--- config.mk ---
export PLATFORM = sky130hd
export DESIGN_NAME = ad9361_spi_arbiter_flat
export DESIGN_NICKNAME = d
export VERILOG_FILES = /design/src/rtl/ad9361_spi_arbiter_if.sv /design/src/rtl/ad9361_spi_arbiter.sv /design/src/flat_wrapper.sv
export SDC_FILE = /design/constraint.sdc
export NUM_CORES = 1
export LEC_CHECK = 0
export ABC_AREA = 1
export CORE_MARGIN = 8
export CORE_UTILIZATION = 46
export DETAILED_ROUTE_END_ITERATION = 10
export PLACE_DENSITY = 0.77
export SLEW_MARGIN = 20
export SYNTH_ARGS = -nofsm -noshare
export SYNTH_HDL_FRONTEND = slang
export SYNTH_SLANG_ARGS = --single-unit
--- constraint.sdc ---
create_clock -name sys_clk -period 2 [get_ports sys_clk]
set_clock_uncertainty 0.1 [all_clocks]
set_input_delay 0.4 -clock sys_clk [delete_from_list [all_inputs] [get_ports sys_clk]]
set_output_delay 0.4 -clock sys_clk [all_outputs]
set_load 0.005 [all_outputs]
--- src/rtl/ad9361_spi_arbiter_if.sv ---
// Requester-side bus of the AD9361 SPI arbiter: per-requester request fields
// packed into flat vectors, plus the shared grant/completion/read-data returns.
interface ad9361_spi_arbiter_if #(
  parameter int unsigned N_REQ = 3
);
  logic [N_REQ-1:0]    req;
  logic [N_REQ-1:0]    req_wr;
  logic [10*N_REQ-1:0] req_addr;
  logic [8*N_REQ-1:0]  req_wdata;
  logic [N_REQ-1:0]    gnt;
  logic [N_REQ-1:0]    done;
  logic [7:0]          rdata;
  logic                busy;

  // Requesters drive the request fields and observe the returns
  modport master (
    output req, req_wr, req_addr, req_wdata,
    input  gnt, done, rdata, busy
  );

  // The arbiter consumes the request fields and drives the returns
  modport slave (
    input  req, req_wr, req_addr, req_wdata,
    output gnt, done, rdata, busy
  );
endinterface

--- src/rtl/ad9361_spi_arbiter.sv ---
// Round-robin arbiter that shares one AD9361 4-wire SPI port among N_REQ
// register-access requesters. Each grant runs one 24-bit single-byte transfer:
// {wr, 3'b000, 2'b00, addr[9:0], data[7:0]}, MSB first, sclk idle low.
module ad9361_spi_arbiter #(
  parameter int unsigned N_REQ   = 3,
  parameter int unsigned CLK_DIV = 4
) (
  input  logic                 sys_clk,
  input  logic                 sys_rst,
  ad9361_spi_arbiter_if.slave  bus,
  output logic                 spi_cs,
  output logic                 spi_sclk,
  output logic                 spi_mosi,
  input  logic                 spi_miso
);

  localparam int unsigned IdxW = $clog2(N_REQ);
  localparam int unsigned DivW = (CLK_DIV > 1) ? $clog2(CLK_DIV) : 1;
  localparam logic [DivW-1:0] DivLast = DivW'(CLK_DIV - 1);

  localparam logic [2:0] StIdle  = 3'd0;
  localparam logic [2:0] StSetup = 3'd1;
  localparam logic [2:0] StShift = 3'd2;
  localparam logic [2:0] StHold  = 3'd3;
  localparam logic [2:0] StGap   = 3'd4;

  logic [2:0]       state_q, state_d;
  logic [DivW-1:0]  div_q, div_d;
  logic [4:0]       bit_q, bit_d;
  logic [23:0]      shreg_q, shreg_d;
  logic [7:0]       rx_q, rx_d;
  logic [IdxW-1:0]  owner_q, owner_d;
  logic             wr_q, wr_d;
  logic [IdxW-1:0]  rr_q, rr_d;
  logic [N_REQ-1:0] gnt_q, gnt_d;
  logic [N_REQ-1:0] done_q, done_d;
  logic [7:0]       rdata_q, rdata_d;
  logic             busy_q, busy_d;
  logic             cs_q, cs_d;
  logic             sclk_q, sclk_d;
  logic             mosi_q, mosi_d;

  logic [IdxW-1:0]  win;
  logic             found;
  int unsigned      cand;
  logic             win_wr;
  logic [9:0]       win_addr;
  logic [7:0]       win_data;
  logic [23:0]      win_word;
  logic [IdxW-1:0]  rr_next;

  // Round-robin search: first set request bit upward from the pointer, wrapping
  always_comb begin
    win   = '0;
    found = 1'b0;
    cand  = 0;
    for (int unsigned i = 0; i < N_REQ; i++) begin
      cand = (32'(rr_q) + i) % N_REQ;
      if (!found && bus.req[cand[IdxW-1:0]]) begin
        win   = cand[IdxW-1:0];
        found = 1'b1;
      end
    end
  end

  assign win_wr   = bus.req_wr[win];
  assign win_addr = bus.req_addr[32'(win) * 10 +: 10];
  // Reads always shift out a zero data byte
  assign win_data = win_wr ? bus.req_wdata[32'(win) * 8 +: 8] : 8'h00;
  assign win_word = {win_wr, 3'b000, 2'b00, win_addr, win_data};
  assign rr_next  = (32'(win) == N_REQ - 1) ? '0 : win + 1'b1;

  // Transaction sequencer: arbitration, SPI framing and completion
  always_comb begin
    state_d = state_q;
    div_d   = div_q;
    bit_d   = bit_q;
    shreg_d = shreg_q;
    rx_d    = rx_q;
    owner_d = owner_q;
    wr_d    = wr_q;
    rr_d    = rr_q;
    gnt_d   = '0;
    done_d  = '0;
    rdata_d = rdata_q;
    busy_d  = busy_q;
    cs_d    = cs_q;
    sclk_d  = sclk_q;
    mosi_d  = mosi_q;

    case (state_q)
      StIdle: begin
        if (found) begin
          gnt_d[win] = 1'b1;
          owner_d    = win;
          wr_d       = win_wr;
          shreg_d    = win_word;
          mosi_d     = win_word[23];
          cs_d       = 1'b0;
          sclk_d     = 1'b0;
          busy_d     = 1'b1;
          div_d      = '0;
          rr_d       = rr_next;
          state_d    = StSetup;
        end
      end
      StSetup: begin
        if (div_q == DivLast) begin
          div_d   = '0;
          bit_d   = '0;
          state_d = StShift;
        end else begin
          div_d = div_q + 1'b1;
        end
      end
      StShift: begin
        if (div_q == DivLast) begin
          div_d = '0;
          if (!sclk_q) begin
            // Rising sclk: the slave's bit is sampled on this same edge
            sclk_d = 1'b1;
            rx_d   = {rx_q[6:0], spi_miso};
          end else begin
            // Falling sclk: the only point where mosi may change
            sclk_d = 1'b0;
            if (bit_q == 5'd23) begin
              state_d = StHold;
            end else begin
              bit_d   = bit_q + 1'b1;
              shreg_d = {shreg_q[22:0], 1'b0};
              mosi_d  = shreg_q[22];
            end
          end
        end else begin
          div_d = div_q + 1'b1;
        end
      end
      StHold: begin
        if (div_q == DivLast) begin
          div_d           = '0;
          cs_d            = 1'b1;
          mosi_d          = 1'b0;
          done_d[owner_q] = 1'b1;
          // rx_q holds the last eight sampled bits, i.e. data bits 7..0
          if (!wr_q) begin
            rdata_d = rx_q;
          end
          state_d = StGap;
        end else begin
          div_d = div_q + 1'b1;
        end
      end
      StGap: begin
        if (div_q == DivLast) begin
          div_d   = '0;
          busy_d  = 1'b0;
          state_d = StIdle;
        end else begin
          div_d = div_q + 1'b1;
        end
      end
      default: begin
        state_d = StIdle;
      end
    endcase
  end

  // State registers with synchronous active-high reset; an abort drops the transfer
  always_ff @(posedge sys_clk) begin
    if (sys_rst) begin
      state_q <= StIdle;
      div_q   <= '0;
      bit_q   <= '0;
      shreg_q <= '0;
      rx_q    <= '0;
      owner_q <= '0;
      wr_q    <= 1'b0;
      rr_q    <= '0;
      gnt_q   <= '0;
      done_q  <= '0;
      rdata_q <= '0;
      busy_q  <= 1'b0;
      cs_q    <= 1'b1;
      sclk_q  <= 1'b0;
      mosi_q  <= 1'b0;
    end else begin
      state_q <= state_d;
      div_q   <= div_d;
      bit_q   <= bit_d;
      shreg_q <= shreg_d;
      rx_q    <= rx_d;
      owner_q <= owner_d;
      wr_q    <= wr_d;
      rr_q    <= rr_d;
      gnt_q   <= gnt_d;
      done_q  <= done_d;
      rdata_q <= rdata_d;
      busy_q  <= busy_d;
      cs_q    <= cs_d;
      sclk_q  <= sclk_d;
      mosi_q  <= mosi_d;
    end
  end

  assign bus.gnt   = gnt_q;
  assign bus.done  = done_q;
  assign bus.rdata = rdata_q;
  assign bus.busy  = busy_q;
  assign spi_cs    = cs_q;
  assign spi_sclk  = sclk_q;
  assign spi_mosi  = mosi_q;

endmodule

--- src/flat_wrapper.sv ---
// flat-port wrapper written by rule: the top's interface ports become plain ports
module ad9361_spi_arbiter_flat 
#(
  parameter int unsigned N_REQ   = 3,
  parameter int unsigned CLK_DIV = 4
)
  (sys_clk, sys_rst, spi_cs, spi_sclk, spi_mosi, spi_miso, bus_req, bus_req_wr, bus_req_addr, bus_req_wdata, bus_gnt, bus_done, bus_rdata, bus_busy);
  ad9361_spi_arbiter_if #(.N_REQ(N_REQ)) bus_i ();
  input  logic sys_clk;
  input  logic sys_rst;
  output logic spi_cs;
  output logic spi_sclk;
  output logic spi_mosi;
  input  logic spi_miso;
  input wire logic [$bits(bus_i.req)-1:0] bus_req;
  input wire logic [$bits(bus_i.req_wr)-1:0] bus_req_wr;
  input wire logic [$bits(bus_i.req_addr)-1:0] bus_req_addr;
  input wire logic [$bits(bus_i.req_wdata)-1:0] bus_req_wdata;
  output wire logic [$bits(bus_i.gnt)-1:0] bus_gnt;
  output wire logic [$bits(bus_i.done)-1:0] bus_done;
  output wire logic [$bits(bus_i.rdata)-1:0] bus_rdata;
  output wire logic [$bits(bus_i.busy)-1:0] bus_busy;
  assign bus_i.req = bus_req;
  assign bus_i.req_wr = bus_req_wr;
  assign bus_i.req_addr = bus_req_addr;
  assign bus_i.req_wdata = bus_req_wdata;
  assign bus_gnt = bus_i.gnt;
  assign bus_done = bus_i.done;
  assign bus_rdata = bus_i.rdata;
  assign bus_busy = bus_i.busy;
  ad9361_spi_arbiter #(.N_REQ(N_REQ), .CLK_DIV(CLK_DIV)) u_core (.sys_clk(sys_clk), .sys_rst(sys_rst), .bus(bus_i), .spi_cs(spi_cs), .spi_sclk(spi_sclk), .spi_mosi(spi_mosi), .spi_miso(spi_miso));
endmodule
### After elaboration in Yosys (flattened, before gate mapping)

Index checks and enable logic that the tools add are counted.
Widths: inputs -> output; s select.

| storage, ports and cells | value |
|---|---|
| input port bits | 63 |
| output and inout bits | 18 |
| word-level logic and storage cells | 136 |
| register bits | 64 |

| cells by class | value |
|---|---|
| divide/modulo/power cells | 3 |
| equality and inequality tests | 15 |
| $mul | 1 |
| reductions and logical operators | 27 |
| multiplexer cells | 55 |
| shifts and indexed selects | 2 |
| $add $sub $neg | 5 |
| order comparisons | 7 |
| bitwise logic cells | 6 |

Operators with widths:

| operator | count |
|---|---|
| $mux 23 | 4 |
| $mod 32x2->32 const B | 2 |
| $pmux 23 s2 | 1 |
| $mod 2x2->32 const B | 1 |
| $shiftx 30x7->10 | 1 |
| $shiftx 24x6->8 | 1 |
| $mux 3 | 7 |
| $mux 5 | 4 |
| $mux 1 | 19 |
| $lt 2x3->1 const B | 5 |
| $pmux 3 s5 | 1 |
| $reduce_and 3->1 | 5 |
| $ne 2x1->1 const B | 7 |
| $mux 2 | 6 |
| $pmux 5 s2 | 1 |
| $reduce_and 5->1 | 2 |
| $reduce_bool 2->1 | 5 |
| $bmux 1 s2 | 4 |
| $mux 8 | 1 |
| $reduce_and 7->1 | 1 |
| $eq 3x2->1 const B | 2 |
| $not 1->1 | 6 |
| $pmux 1 s2 | 3 |
| $reduce_and 6->1 | 1 |
| 21 further kinds | 31 |

### Depth between registers and ports, before layout

| depth | value |
|---|---|
| word-level depth | 15 |
| depth in mapped cells | 16 |
| gate-level depth less buffers | 15 |

### Worst setup path before layout

Ideal clock, no wire load.

| timing | value |
|---|---|
| path type | flip-flop to flip-flop |
| start | register u_core.rr_q[0] |
| end | register u_core.shreg_q[18] |
| stages on the path, launching flop included | 14 |
| required time | 1.784 ns |
| library setup time | 0.116 ns |
| path buffers | 1 |
| path slack | -0.041 ns |
| period minus slack after synthesis | 2.041 ns |
| data arrival time | 1.825 ns |
| path through | dfxtp_1 > inv_1 > ha_1 > inv_1 > nand3_1 > nand2_1 > inv_1 > nand4_2 > nand3_4 > o21ai_4 > nand2_8 > buf_6 > o21ai_0 > nor2_1 |

| between the ends | value |
|---|---|
| cells in the longest elaborated chain, start to end | 12 |
| elaborated cells between the ends (all ways) | 20 |
| classes of those cells | 2 x add/sub; 3 x div; 1 x eq/ne; 9 x mux; 5 x reduce/logical |

Ends and longest elaborated chain:

| what | line | RTL |
|---|---|---|
| from (decl) | ad9361_spi_arbiter.sv:34 | `logic [IdxW-1:0] rr_q, rr_d;` |
| from (signal assigned) | ad9361_spi_arbiter.sv:194 | `rr_q <= rr_d;` |
| branches (longest 9 deep; another with $mod 32x2->32) | n/a |  |
| $mux 1 (*) | ad9361_spi_arbiter.sv:59 | `if (!found && bus.req[cand[IdxW-1:0]]) begin` |
| $ne 2x1->1 (no line) (*) | n/a |  |
| $reduce_and 5->1 (no line) (*) | n/a |  |
| to (signal assigned) | ad9361_spi_arbiter.sv:190 | `shreg_q <= shreg_d;` |
| to (decl) | ad9361_spi_arbiter.sv:30 | `logic [23:0] shreg_q, shreg_d;` |

Mark *: on every way between the ends. The select of a mux whose other input is x is not followed.
A chain may end at the register's enable or synchronous reset.

### Worst setup path after layout

| timing | value |
|---|---|
| start | register u_core.rr_q[0] |
| end | register u_core.shreg_q[9] |

| between the ends | value |
|---|---|
| cells in the longest elaborated chain, start to end | 14 |
| elaborated cells between the ends (all ways) | 27 |
| classes of those cells | 2 x add/sub; 1 x mul; 3 x div; 1 x eq/ne; 1 x shift; 14 x mux; 5 x reduce/logical |

Ends and longest elaborated chain:

| what |
|---|
| branches (longest 14 deep; another with $mod 32x2->32) |

Several ways; the timed one is not identified. The select of a mux whose other input is x is not followed.

==> qor_table.md <==
| Result | Reported |
| --- | --- |
| IO Pins | 81 |
| Leakage power summed over all cells | 2.41 nW |
| Most common library cell in the layout ignoring fill and taps | sky130_fd_sc_hd__nand2_1 |
| Layout Utilization | 69.8% |
| Clock sink count | 64 |
| Total half-perimeter wirelength after legalization and detailed placement | 7060 µm |
| Power per standard cell area | 1580 mW/mm² |
| Worst flop-to-flop path endpoint | u_core.shreg_q[9]$_SDFFE_PP0P_ |
| Port Buffer Count | 80 |
| Antenna cells | 0 |
| Height of the die | 105 µm |
| Arr. time, crit path | 2.28 ns |
| Net count of the mapped netlist | 632 |
| Share of the synthesized area in the top cell type | 35.5% |
| Maximum number of pins on one net before global-route repair | 28 |
| Flop2flop setup slack | -0.10 ns |
| R2r startpoint | u_core.rr_q[0]$_SDFFE_PP0P_ |
| Initial core utilization | 47.1% |
| Hold path startpoint | u_core.owner_q[1]$_SDFFE_PP0P_ |
| Tightest Hold Check Type | reg2reg |
| Number of warnings reported in the yosys synthesis log | 0 |
| Cell type with the highest aggregate area in the netlist | sky130_fd_sc_hd__dfxtp_1 |
| Final period utilization | 105% |
| Data required time of the worst path | 2.18 ns |
| Count of antenna-violating nets left after detailed routing | 0 |
| Count of H-tree levels built during CTS | 3 |
| Width of the die | 105 µm |
| Core Area | 0.00765 mm² |
| CP max FO | 17 |
| Routed wire length | 10500 µm |
| Top library cells by usage in the layout, fill and taps aside | sky130_fd_sc_hd__nand2_1, sky130_fd_sc_hd__clkdlybuf4s50_1, sky130_fd_sc_hd__inv_1 |
| Maximum buffer depth of the clock tree | 2 |
| Synth Register Bits | 64 |
| Slew of the pin with the lowest slew margin | 0.483 ns |
| Fin cells | 776 |
| Finish-stage setup viols | 22 |
| Iter 0 DRT Violations | 157 |
| Crit path launch type | flip-flop |
| Worst hold stages | 1 |
| Number of vias after detailed routing | 3892 |
| Total count of max-transition violations in the final report | 0 |
| Critical Path Sink Type | flip-flop |
| Post-route DRC | 0 |
| Worst slew margin relative to its limit | 67.7% |
| Most repeated library cell on the critical path | sky130_fd_sc_hd__nand2_1 |
| Clock buffers created by TritonCTS | 9 |
| Violations in the final reports | negative setup slack |
| Largest stage delay on the critical path | 0.40 ns |
| Clock latency on the worst-skew pair | 0.34 ns |
| DR pass1 iterations | 4 |
| Setup total negative slack | -1.16 ns |
| Area of the mapped netlist | 0.00360 mm² |
| Peak clock frequency supported by timing | 476 MHz |
| Count of endpoints failing hold in the final timing report | 0 |
| Fraction of layout cells with a size suffix above 1 | 21.8% |
| First-pass GRT wire length | 16400 µm |
| Net total in the final layout | 738 |
| Critical path type | reg2reg |
| Routed WL per cell | 13.5 µm |
| CTS Root Cell | sky130_fd_sc_hd__clkbuf_8 |
| Post-synthesis average cell area | 6.40 µm² |
| Vias in the first global route | 3729 |
| Clock-pin slew on the worst setup and hold paths | 0.07 ns |
| Number of cell instances on the worst register-to-register path | 12 |
| Max-capacitance violation count | 0 |
| Register area share after synthesis | 35.5% |
| Clock tree from TritonCTS | yes |
| Number of vias per cell after detailed routing | 5.02 |
| Post-synthesis instance total | 563 |
| Post-layout worst setup margin | -0.101 ns |
| Total chip power | 8.43 mW |
| Count of filler cells inserted in the layout | 617 |
| Post-synthesis cell type count | 30 |
| Worst-case vdd ir drop | 0.884 mV |
| Antenna violations before repair | 0 |
| Placed Instances | 752 |
| Die ar. | 0.0109 mm² |
| Minimum period implied by the final worst setup slack | 2.10 ns |
| All-layer global routing usage | 17.5% |
| Unrepaired setup endpoints after global routing | true |
| Cells along the critical path | inv_4 -> ha_4 -> buf_4 -> nor2_1 -> a21oi_1 -> nand2_2 -> inv_2 -> buf_12 -> nand2_1 -> o21ai_2 -> nand2_1 -> a21oi_2 |
| P&R area growth vs syn | 48.2% |
| Gpl congestion | 0.886 |
| Destination of the worst hold path | u_core.bus.done[0]$_SDFF_PP0_ |
| Outcome | finished with violations |
| Slowest-stage cell, CP | sky130_fd_sc_hd__dfxtp_4 |
| Standard-cell rows | 32 |
| Area contributors post-synth | sky130_fd_sc_hd__dfxtp_1, sky130_fd_sc_hd__nand2_1, sky130_fd_sc_hd__inv_1 |
| Overall overflow remaining after global route | 0 |
==> per-layer routing <==
layer  vias to the layer above  global-route usage [%]  share of wire [%]
li1                       1963                       -                  -
met2                       101                    31.6                 51
met4                         0                    6.20                1.5
met1                      1809                    20.1                 43
met3                        19                    3.16                4.2
met5                         -                       0                  0
==> where the power goes <==
| part | internal, mW | total [mW] | leakage, nW | switching, mW |
|---|---|---|---|---|
| logic | 2.37 | 5.33 | 1.76 | 2.96 |
| clock network | 0.843 | 1.39 | 0.125 | 0.545 |
| registers | 1.57 | 1.72 | 0.525 | 0.152 |
==> worst max path at each step <==
| stage | startpoint | end | slack [ns] | depth (start not counted) |
|---|---|---|---|---|
| after floorplan | u_core.rr_q[1]$_SDFFE_PP0P_ | u_core.shreg_q[18]$_SDFFE_PP0P_ | 0.06 | 13 |
| after global placement | bus_req[2] | u_core.shreg_q[8]$_SDFFE_PP0P_ | -0.32 | 14 |
| after detailed placement | bus_req[2] | u_core.shreg_q[4]$_SDFFE_PP0P_ | -0.44 | 13 |
| after CTS | u_core.rr_q[0]$_SDFFE_PP0P_ | u_core.shreg_q[11]$_SDFFE_PP0P_ | -0.03 | 14 |
| after global routing | u_core.rr_q[0]$_SDFFE_PP0P_ | u_core.shreg_q[17]$_SDFFE_PP0P_ | -0.22 | 12 |
| final | u_core.rr_q[0]$_SDFFE_PP0P_ | u_core.shreg_q[9]$_SDFFE_PP0P_ | -0.10 | 12 |
==> cell usage after synthesis, drive strengths merged <==
cell / n
a31o: 2
clkbuf: 6
xor2: 1
or2: 1
nand2: 154
buf: 18
nor3b: 2
a21oi: 50
nor2: 79
o21ai: 39
nand4: 5
nor3: 9
nand3: 41
inv: 86
dfxtp: 64
ha: 6
==> stage by stage <==
step                      area [µm²]  hold slack (ns)  worst slack [ns]
after global routing            5340            0.372            -0.216
after detailed placement        4690            0.350            -0.444
final                           5340            0.353            -0.101
after CTS                       5090            0.358           -0.0348
after global placement          4690            0.335            -0.318
after floorplan                 3620            0.314            0.0583
==> timing repair <==
item,CTS,global route
gates resized for setup,41,52
hold buffers,0,0
cloned,1,2
setup endpoints to repair,37,36
pin swaps,5,3
buffers inserted,2,3
==> worst max-delay path, delay by kind of cell (launching register included) <==
family | cells | cell delay (ns)
AO/OA/AOI/OAI | 3 | 0.45
adder cells (fa/ha/maj) | 1 | 0.30
buffers and inverters | 4 | 0.47
flip-flops | 1 | 0.40
AND/OR/NAND/NOR | 4 | 0.33
==> cell families after synthesis <==
logic type / Yosys count / synth area share (%)
simple gates: 291 / 35.0
fa+ha+maj: 6 / 2.08
flops: 64 / 35.5
xor+xnor: 1 / 0.243
buf+inv: 110 / 13.3
compound gates: 91 / 13.9
==> registers in the layout (all words and copies together), names as in the netlist <==
register and count:
u_core.bus.busy 1, u_core.bus.done 3, u_core.owner_q 2, u_core.spi_sclk 1, u_core.bit_q 5, u_core.wr_q 1
u_core.state_q 3, u_core.spi_mosi 1, u_core.div_q 2, u_core.shreg_q 23, u_core.bus.gnt 3, u_core.rr_q 2
u_core.bus.rdata 8, u_core.rx_q 8, u_core.spi_cs 1
==> area by class of cell <==
class	instances	area (µm²)	share of cell area [%]
tap	102	128	2.39
clock inverter	7	125	2.34
timing repair buffer	119	1240	23.2
inverter	86	335	6.28
sequential	64	1290	24.1
multi-input combinational	389	2100	39.4
clock buffer	9	124	2.32
Power figures use the tool's default switching activity.
